### src/rtl/hci_core_load_store_arbiter_if.sv
// Shared HCI core parameter defaults and the hci_core_intf bundle.
// Master drives request payload and lrdy; slave drives grant and response.
package hci_package;
  localparam int unsigned DEFAULT_DW = 32;
  localparam int unsigned DEFAULT_AW = 32;
  localparam int unsigned DEFAULT_BW = 8;
  localparam int unsigned DEFAULT_WW = 32;
  localparam int unsigned DEFAULT_UW = 1;
endpackage

interface hci_core_intf #(
  parameter int unsigned DW = hci_package::DEFAULT_DW,
  parameter int unsigned AW = hci_package::DEFAULT_AW,
  parameter int unsigned BW = hci_package::DEFAULT_BW,
  parameter int unsigned OW = 1,
  parameter int unsigned UW = hci_package::DEFAULT_UW
) ();
  logic           req;
  logic           gnt;
  logic [AW-1:0]  add;
  logic           wen;
  logic [DW-1:0]  data;
  logic [DW/BW-1:0] be;
  logic [OW-1:0]  boffs;
  logic [UW-1:0]  user;
  logic           lrdy;
  logic [DW-1:0]  r_data;
  logic           r_valid;
  logic           r_opc;
  logic [UW-1:0]  r_user;

  modport master (
    output req, add, wen, data, be, boffs, user, lrdy,
    input  gnt, r_data, r_valid, r_opc, r_user
  );

  modport slave (
    input  req, add, wen, data, be, boffs, user, lrdy,
    output gnt, r_data, r_valid, r_opc, r_user
  );
endinterface

### src/rtl/hci_core_load_store_arbiter.sv
// LOAD/STORE weighted round-robin arbiter with in-order tag FIFO.
// Starvation guard enabled by HCI_LS_ARBITER_STARVATION_EN.
module hci_core_load_store_arbiter
  import hci_package::*;
#(
  parameter int unsigned DW              = DEFAULT_DW,
  parameter int unsigned AW              = DEFAULT_AW,
  parameter int unsigned BW              = DEFAULT_BW,
  parameter int unsigned WW              = DEFAULT_WW,
  parameter int unsigned OW              = 1,
  parameter int unsigned UW              = DEFAULT_UW,
  parameter int unsigned LOAD_WEIGHT     = 2,
  parameter int unsigned STORE_WEIGHT    = 1,
  parameter int unsigned MAX_OUTSTANDING = 4,
  parameter int unsigned MAX_STALL       = 8
) (
  input  logic clk_i,
  input  logic rst_ni,
  input  logic clear_i,
  hci_core_intf.slave  in_load,
  hci_core_intf.slave  in_store,
  hci_core_intf.master out,
  output logic [$clog2(MAX_OUTSTANDING):0] outstanding_o,
  output logic starve_o,
  output logic err_o
);

  localparam int unsigned PW = $clog2(MAX_OUTSTANDING);
  localparam int unsigned WMAX =
    (LOAD_WEIGHT > STORE_WEIGHT) ? LOAD_WEIGHT : STORE_WEIGHT;
  localparam int unsigned KW = $clog2(WMAX + 1);

  typedef enum logic {
    TURN_LOAD,
    TURN_STORE
  } turn_e;

  turn_e  turn_q, turn_d;
  logic [KW-1:0] cnt_q, cnt_d;
  logic [MAX_OUTSTANDING-1:0] tag_q, tag_d;
  logic [PW-1:0] wptr_q, wptr_d;
  logic [PW-1:0] rptr_q, rptr_d;
  logic [PW:0]   occ_q, occ_d;
  logic err_q, err_d;

  logic full, empty, both;
  logic sel_store, force_sel;
  logic beat, push, pop, head;
  logic l_sat, s_sat;
  logic [KW-1:0] wlast;

  logic unused_cfg;
  assign unused_cfg =
    (DW + AW + BW + WW + OW + UW + MAX_STALL) == 0;

  assign full  = occ_q == (PW+1)'(MAX_OUTSTANDING);
  assign empty = occ_q == '0;
  assign both  = in_load.req & in_store.req;

`ifdef HCI_LS_ARBITER_STARVATION_EN
  localparam int unsigned SW = $clog2(MAX_STALL + 1);

  logic [SW-1:0] lw_q, lw_d;
  logic [SW-1:0] sw_q, sw_d;

  assign l_sat = lw_q == SW'(MAX_STALL);
  assign s_sat = sw_q == SW'(MAX_STALL);

  always_comb begin
    lw_d = lw_q;
    sw_d = sw_q;
    if (!in_load.req || in_load.gnt) begin
      lw_d = '0;
    end else if (!l_sat) begin
      lw_d = lw_q + 1'b1;
    end
    if (!in_store.req || in_store.gnt) begin
      sw_d = '0;
    end else if (!s_sat) begin
      sw_d = sw_q + 1'b1;
    end
    if (clear_i) begin
      lw_d = '0;
      sw_d = '0;
    end
  end

  always_ff @(posedge clk_i or negedge rst_ni) begin
    if (!rst_ni) begin
      lw_q <= '0;
      sw_q <= '0;
    end else begin
      lw_q <= lw_d;
      sw_q <= sw_d;
    end
  end
`else
  assign l_sat = 1'b0;
  assign s_sat = 1'b0;
`endif

  // Forced grants only arise when both channels contend.
  always_comb begin
    sel_store = 1'b0;
    force_sel = 1'b0;
    unique case (1'b1)
      in_load.req & ~in_store.req: sel_store = 1'b0;
      ~in_load.req & in_store.req: sel_store = 1'b1;
      both & s_sat: begin
        sel_store = 1'b1;
        force_sel = 1'b1;
      end
      both & ~s_sat & l_sat: begin
        sel_store = 1'b0;
        force_sel = 1'b1;
      end
      both & ~s_sat & ~l_sat:
        sel_store = turn_q == TURN_STORE;
      default: sel_store = 1'b0;
    endcase
  end

  assign out.req   = (in_load.req | in_store.req) & ~full;
  assign out.add   = sel_store ? in_store.add   : in_load.add;
  assign out.wen   = sel_store ? in_store.wen   : in_load.wen;
  assign out.data  = sel_store ? in_store.data  : in_load.data;
  assign out.be    = sel_store ? in_store.be    : in_load.be;
  assign out.boffs = sel_store ? in_store.boffs : in_load.boffs;
  assign out.user  = sel_store ? in_store.user  : in_load.user;

  assign beat         = out.req & out.gnt;
  assign in_load.gnt  = beat & ~sel_store;
  assign in_store.gnt = beat & sel_store;
  assign starve_o     = beat & force_sel;

  assign push = beat;
  assign pop  = out.r_valid & ~empty;
  assign head = tag_q[rptr_q];

  assign in_load.r_valid  = pop & ~head;
  assign in_store.r_valid = pop & head;
  assign in_load.r_data   = out.r_data;
  assign in_store.r_data  = out.r_data;
  assign in_load.r_opc    = out.r_opc;
  assign in_store.r_opc   = out.r_opc;
  assign in_load.r_user   = out.r_user;
  assign in_store.r_user  = out.r_user;

  assign out.lrdy = empty ? 1'b1 :
                    head  ? in_store.lrdy : in_load.lrdy;

  assign wlast = (turn_q == TURN_LOAD) ?
                 KW'(LOAD_WEIGHT - 1) : KW'(STORE_WEIGHT - 1);

  always_comb begin
    turn_d = turn_q;
    cnt_d  = cnt_q;
    tag_d  = tag_q;
    wptr_d = wptr_q;
    rptr_d = rptr_q;
    occ_d  = occ_q;
    err_d  = err_q | (out.r_valid & empty);
    if (beat && (sel_store == (turn_q == TURN_STORE))) begin
      if (cnt_q == wlast) begin
        turn_d = (turn_q == TURN_LOAD) ? TURN_STORE : TURN_LOAD;
        cnt_d  = '0;
      end else begin
        cnt_d = cnt_q + 1'b1;
      end
    end
    if (push) begin
      tag_d[wptr_q] = sel_store;
      wptr_d = wptr_q + 1'b1;
    end
    if (pop) begin
      rptr_d = rptr_q + 1'b1;
    end
    unique case ({push, pop})
      2'b10:   occ_d = occ_q + 1'b1;
      2'b01:   occ_d = occ_q - 1'b1;
      default: occ_d = occ_q;
    endcase
    if (clear_i) begin
      turn_d = TURN_LOAD;
      cnt_d  = '0;
      wptr_d = '0;
      rptr_d = '0;
      occ_d  = '0;
      err_d  = 1'b0;
    end
  end

  always_ff @(posedge clk_i or negedge rst_ni) begin
    if (!rst_ni) begin
      turn_q <= TURN_LOAD;
      cnt_q  <= '0;
      tag_q  <= '0;
      wptr_q <= '0;
      rptr_q <= '0;
      occ_q  <= '0;
      err_q  <= 1'b0;
    end else begin
      turn_q <= turn_d;
      cnt_q  <= cnt_d;
      tag_q  <= tag_d;
      wptr_q <= wptr_d;
      rptr_q <= rptr_d;
      occ_q  <= occ_d;
      err_q  <= err_d;
    end
  end

  assign outstanding_o = occ_q;
  assign err_o         = err_q;

endmodule

### src/flat_wrapper.sv
// flat-port wrapper written by rule: the top's interface ports become plain ports
module hci_core_load_store_arbiter_flat import hci_package::*;
#(
  parameter int unsigned DW              = DEFAULT_DW,
  parameter int unsigned AW              = DEFAULT_AW,
  parameter int unsigned BW              = DEFAULT_BW,
  parameter int unsigned WW              = DEFAULT_WW,
  parameter int unsigned OW              = 1,
  parameter int unsigned UW              = DEFAULT_UW,
  parameter int unsigned LOAD_WEIGHT     = 2,
  parameter int unsigned STORE_WEIGHT    = 1,
  parameter int unsigned MAX_OUTSTANDING = 4,
  parameter int unsigned MAX_STALL       = 8
)
  (clk_i, rst_ni, clear_i, outstanding_o, starve_o, err_o, in_load_req, in_load_add, in_load_wen, in_load_data, in_load_be, in_load_boffs, in_load_user, in_load_lrdy, in_load_gnt, in_load_r_data, in_load_r_valid, in_load_r_opc, in_load_r_user, in_store_req, in_store_add, in_store_wen, in_store_data, in_store_be, in_store_boffs, in_store_user, in_store_lrdy, in_store_gnt, in_store_r_data, in_store_r_valid, in_store_r_opc, in_store_r_user, out_req, out_add, out_wen, out_data, out_be, out_boffs, out_user, out_lrdy, out_gnt, out_r_data, out_r_valid, out_r_opc, out_r_user);
  hci_core_intf #(.DW(DW), .AW(AW), .BW(BW), .OW(OW), .UW(UW)) in_load_i ();
  hci_core_intf #(.DW(DW), .AW(AW), .BW(BW), .OW(OW), .UW(UW)) in_store_i ();
  hci_core_intf #(.DW(DW), .AW(AW), .BW(BW), .OW(OW), .UW(UW)) out_i ();
  input  logic clk_i;
  input  logic rst_ni;
  input  logic clear_i;
  output logic [$clog2(MAX_OUTSTANDING):0] outstanding_o;
  output logic starve_o;
  output logic err_o;
  input wire logic [$bits(in_load_i.req)-1:0] in_load_req;
  input wire logic [$bits(in_load_i.add)-1:0] in_load_add;
  input wire logic [$bits(in_load_i.wen)-1:0] in_load_wen;
  input wire logic [$bits(in_load_i.data)-1:0] in_load_data;
  input wire logic [$bits(in_load_i.be)-1:0] in_load_be;
  input wire logic [$bits(in_load_i.boffs)-1:0] in_load_boffs;
  input wire logic [$bits(in_load_i.user)-1:0] in_load_user;
  input wire logic [$bits(in_load_i.lrdy)-1:0] in_load_lrdy;
  output wire logic [$bits(in_load_i.gnt)-1:0] in_load_gnt;
  output wire logic [$bits(in_load_i.r_data)-1:0] in_load_r_data;
  output wire logic [$bits(in_load_i.r_valid)-1:0] in_load_r_valid;
  output wire logic [$bits(in_load_i.r_opc)-1:0] in_load_r_opc;
  output wire logic [$bits(in_load_i.r_user)-1:0] in_load_r_user;
  input wire logic [$bits(in_store_i.req)-1:0] in_store_req;
  input wire logic [$bits(in_store_i.add)-1:0] in_store_add;
  input wire logic [$bits(in_store_i.wen)-1:0] in_store_wen;
  input wire logic [$bits(in_store_i.data)-1:0] in_store_data;
  input wire logic [$bits(in_store_i.be)-1:0] in_store_be;
  input wire logic [$bits(in_store_i.boffs)-1:0] in_store_boffs;
  input wire logic [$bits(in_store_i.user)-1:0] in_store_user;
  input wire logic [$bits(in_store_i.lrdy)-1:0] in_store_lrdy;
  output wire logic [$bits(in_store_i.gnt)-1:0] in_store_gnt;
  output wire logic [$bits(in_store_i.r_data)-1:0] in_store_r_data;
  output wire logic [$bits(in_store_i.r_valid)-1:0] in_store_r_valid;
  output wire logic [$bits(in_store_i.r_opc)-1:0] in_store_r_opc;
  output wire logic [$bits(in_store_i.r_user)-1:0] in_store_r_user;
  output wire logic [$bits(out_i.req)-1:0] out_req;
  output wire logic [$bits(out_i.add)-1:0] out_add;
  output wire logic [$bits(out_i.wen)-1:0] out_wen;
  output wire logic [$bits(out_i.data)-1:0] out_data;
  output wire logic [$bits(out_i.be)-1:0] out_be;
  output wire logic [$bits(out_i.boffs)-1:0] out_boffs;
  output wire logic [$bits(out_i.user)-1:0] out_user;
  output wire logic [$bits(out_i.lrdy)-1:0] out_lrdy;
  input wire logic [$bits(out_i.gnt)-1:0] out_gnt;
  input wire logic [$bits(out_i.r_data)-1:0] out_r_data;
  input wire logic [$bits(out_i.r_valid)-1:0] out_r_valid;
  input wire logic [$bits(out_i.r_opc)-1:0] out_r_opc;
  input wire logic [$bits(out_i.r_user)-1:0] out_r_user;
  assign in_load_i.req = in_load_req;
  assign in_load_i.add = in_load_add;
  assign in_load_i.wen = in_load_wen;
  assign in_load_i.data = in_load_data;
  assign in_load_i.be = in_load_be;
  assign in_load_i.boffs = in_load_boffs;
  assign in_load_i.user = in_load_user;
  assign in_load_i.lrdy = in_load_lrdy;
  assign in_load_gnt = in_load_i.gnt;
  assign in_load_r_data = in_load_i.r_data;
  assign in_load_r_valid = in_load_i.r_valid;
  assign in_load_r_opc = in_load_i.r_opc;
  assign in_load_r_user = in_load_i.r_user;
  assign in_store_i.req = in_store_req;
  assign in_store_i.add = in_store_add;
  assign in_store_i.wen = in_store_wen;
  assign in_store_i.data = in_store_data;
  assign in_store_i.be = in_store_be;
  assign in_store_i.boffs = in_store_boffs;
  assign in_store_i.user = in_store_user;
  assign in_store_i.lrdy = in_store_lrdy;
  assign in_store_gnt = in_store_i.gnt;
  assign in_store_r_data = in_store_i.r_data;
  assign in_store_r_valid = in_store_i.r_valid;
  assign in_store_r_opc = in_store_i.r_opc;
  assign in_store_r_user = in_store_i.r_user;
  assign out_req = out_i.req;
  assign out_add = out_i.add;
  assign out_wen = out_i.wen;
  assign out_data = out_i.data;
  assign out_be = out_i.be;
  assign out_boffs = out_i.boffs;
  assign out_user = out_i.user;
  assign out_lrdy = out_i.lrdy;
  assign out_i.gnt = out_gnt;
  assign out_i.r_data = out_r_data;
  assign out_i.r_valid = out_r_valid;
  assign out_i.r_opc = out_r_opc;
  assign out_i.r_user = out_r_user;
  hci_core_load_store_arbiter #(.DW(DW), .AW(AW), .BW(BW), .WW(WW), .OW(OW), .UW(UW), .LOAD_WEIGHT(LOAD_WEIGHT), .STORE_WEIGHT(STORE_WEIGHT), .MAX_OUTSTANDING(MAX_OUTSTANDING), .MAX_STALL(MAX_STALL)) u_core (.clk_i(clk_i), .rst_ni(rst_ni), .clear_i(clear_i), .in_load(in_load_i), .in_store(in_store_i), .out(out_i), .outstanding_o(outstanding_o), .starve_o(starve_o), .err_o(err_o));
endmodule
### config.mk
export PLATFORM = sky130hd
export DESIGN_NAME = hci_core_load_store_arbiter_flat
export DESIGN_NICKNAME = d
export VERILOG_FILES = /design/src/rtl/hci_core_load_store_arbiter_if.sv /design/src/rtl/hci_core_load_store_arbiter.sv /design/src/flat_wrapper.sv
export SDC_FILE = /design/constraint.sdc
export NUM_CORES = 1
export LEC_CHECK = 0
export CAP_MARGIN = 40
export CORE_AREA = 2 2 132 134
export DETAILED_ROUTE_END_ITERATION = 8
export DIE_AREA = 0 0 134 136
export GPL_ROUTABILITY_DRIVEN = 0
export GPL_TIMING_DRIVEN = 1
export MAX_ROUTING_LAYER = met4
export PLACE_DENSITY = 0.48
export SLEW_MARGIN = 5
export SYNTH_ARGS = -nofsm -noshare
export SYNTH_HDL_FRONTEND = slang
export SYNTH_SLANG_ARGS = --single-unit
### constraint.sdc
create_clock -name clk_i -period 2.5 [get_ports clk_i]
set_input_delay 0.5 -clock clk_i [delete_from_list [all_inputs] [get_ports clk_i]]
set_output_delay 0.5 -clock clk_i [all_outputs]
set_load 0.02 [all_outputs]
==> impl_metrics.ini <==
[place]
portBuffers = 231
pre_cts_ws_ns = -0.380
place_hpwl_um = 7850

[detailed_routing]
drt-total-wl_um = 9540
first_iter_violations = 56
drc = 0
firstDrtPassIters = 4
post_drt_wl_per_cell_um = 12.2
vias = 2911
postRouteAntennaNets = 0
viasPerCell = 3.74

[worst_setup_path]
crit_top_cell = nand2_1
timing.critical_path.from_type = input pin
critical_path.max_fanout = 27
path_cells = clkdlybuf4s50_1, nand2b_1, nand2_2, buf_12, nand2_1, nand2_1, dlygate4sd2_1
slowest_stage = clkdlybuf4s50_1
crit_arrival_ns = 1.95
crit_type = input pin to output port
worstPathRequired_ns = 2.00
max_stage_delay_ns = 0.48
end_kind = output port

[timing]
tightest_slew_ns = 0.693
fin_worst_skew_ns = 0.000956
grt_setup_unrepaired = true
maxSlewViolCount = 0
final.setup.tns_ns = 0
setup_viol = 0
finalCritPeriodShare_pct = 98.1
min_period_ns = 2.45
hold_viol_final = 0
layout_setup_ws_ns = 0.0472
slew_headroom_pct = 53.7
timing.fmax_ghz = 0.408

[clock_network]
htreeDepth = 1
cts_hold_buf = 0
insertion_delay_ns = 0.24
cts-root-buf = clkbuf_16
post_cts_buffers = 0
clock-sinks = 15
cts_tree = done
clock_path_buffers = 2
cts_buffers = 3
path_clk_slew_ns = 0.05

[logic_synthesis]
yosysTopAreaCellShare_pct = 35.9
synth.area.top_cells = nand2_1, buf_4, dfrtp_1, ha_1, clkbuf_1
synthCells = 392
synth_cell_types = 38
ys_ff_latch = 15
yosys_warnings = 0
synth_flop_cell = dfrtp_1
postSynthNetCount = 582
yosysSeqAreaShare_pct = 16.2
yosysTopAreaCell = nand2_1
syn_area_mm2 = 0.00232
synth_commonest_cells = nand2_1, buf_4, dfrtp_1, clkbuf_1, nor2_1
synth-edff-count = 0
syn_avg_cell_area_um2 = 5.92
postSynth.asyncResetShare_pct = 100
synth_most_common_cell = nand2_1

[grt]
grt_start_max_net_pins = 32
track_usage_pct = 9.86
grt_antenna_before_repair = 0
grt_pass1_wl_um = 14300
grt_pass1_vias = 2830
overflow = 0

[die]
die_area_mm2 = 0.0182
rows = 48
die_width_um = 134
start_util_pct = 13.7
core_area_mm2 = 0.0169
ios = 335
dieHeight_um = 136

[flow_run]
cap_violations = 0

[cells_and_area]
fin_nets = 745
n_antenna_cell = 0
drive_above_1_share_pct = 15.9
area_growth_pct = 85.0
final_util_pct = 25.4

[pwr]
peakVddDrop_uv = 224
powerDensity_mw_per_mm2 = 427
leakage_nw = 2.12

[worst_hold_path]
worstHoldPathType = flip-flop to flip-flop

[run_status]
status = completed
[layout by cell type (no fill, tap or decap), types with 4 or more instances in the layout]
master / synthesis / final
nand2_1: 222 / 221
nor3_1: 5 / 5
dfrtp_1: 15 / 15
clkdlybuf4s50_1: 0 / 156
dlygate4sd2_1: 0 / 16
nor2b_1: 5 / 5
buf_4: 69 / 9
mux2_2: 4 / 4
nor2_1: 11 / 11
buf_12: 0 / 6
clkbuf_2: 0 / 54
ha_1: 4 / 4
[final timing paths]
kind / endpoint / cells past startpoint / slack (ns) / startpoint
worst max-delay path: out_data[24] / 7 / 0.05 / in_load_req
worst min-delay path: u_core.err_o$_DFF_PN0_ / 2 / 0.50 / u_core.err_o$_DFF_PN0_
worst max register to register: u_core.outstanding_o[2]$_DFFE_PN0P_ / 6 / 0.34 / u_core.outstanding_o[1]$_DFFE_PN0P_
worst min register to register: u_core.err_o$_DFF_PN0_ / 2 / 0.50 / u_core.err_o$_DFF_PN0_
max in group asynchronous: u_core.tag_q[1]$_DFFE_PN0P_ / 1 / 1.38 / rst_ni
min in group asynchronous: u_core.outstanding_o[2]$_DFFE_PN0P_ / 1 / 0.68 / rst_ni
[worst max-delay path: cells and delay by family]
kind / cells / cell delay (ns)
buffers and inverters: 3 / 1.00
and+or+nand+nor: 4 / 0.42
[per-layer routing]
layer | track usage [%] | up-vias | wire, um
li1 | - | 1455 | -
met1 | 11.0 | 1255 | 3720
met2 | 17.0 | 180 | 4540
met3 | 3.58 | 21 | 1120
met4 | 2.01 | 0 | 146
met5 | - | - | 0
[through the flow]
stage | hold WS [ns] | power, mW | cell area [um^2] | std cells
after floorplan | 0.204 | 1.11 | 2320 | 392
after global placement | 0.481 | 1.62 | 4500 | 775
after detailed placement | 0.494 | 1.63 | 4500 | 775
after CTS | 0.509 | 1.88 | 4530 | 779
after global routing | 0.523 | 1.97 | 4290 | 779
final | 0.505 | 1.83 | 4290 | 779
[area by class of cell]
type | instances | area (um^2)
Clock buffer | 3 | 75.1
Clock inverter | 1 | 5.00
Fill cell | 1871 | 12600
Inverter | 3 | 11.3
Multi-Input combinational cell | 287 | 1350
Sequential cell | 15 | 375
Tap cell | 225 | 282
Timing Repair Buffer | 245 | 2200
[what timing repair did]
action	4_1_cts	5_1_grt
setup endpoints to repair	72	72
hold endpoints to repair	0	0
resized for setup	98	94
cloned	0	0
[where the power goes]
part           total (mW)  switching (mW)  internal (mW)
clock               0.309          0.0953          0.213
sequential          0.378          0.0705          0.307
combinational        1.15           0.553          0.593
total                1.83           0.719           1.11
[sequential cells by signal, indices dropped and copies added, names as in the netlist]
name and flops:
u_core.rptr_q 2, u_core.wptr_q 2, u_core.err_o 1, u_core.tag_q 4, u_core.cnt_q 2, u_core.turn_q 1, u_core.outstanding_o 3
[logic make-up after synthesis]
logic type                 share of synthesized area, %
and+or+nand+nor                                    44.4
buffers and inverters                              26.1
AOI/OAI and AO/OA                                  4.75
DFF                                                16.2
muxes                                              4.26
adders and majority gates                          3.02
xor gates and xnor gates                           1.13
other                                             0.162
Power figures use the tool's default switching activity.
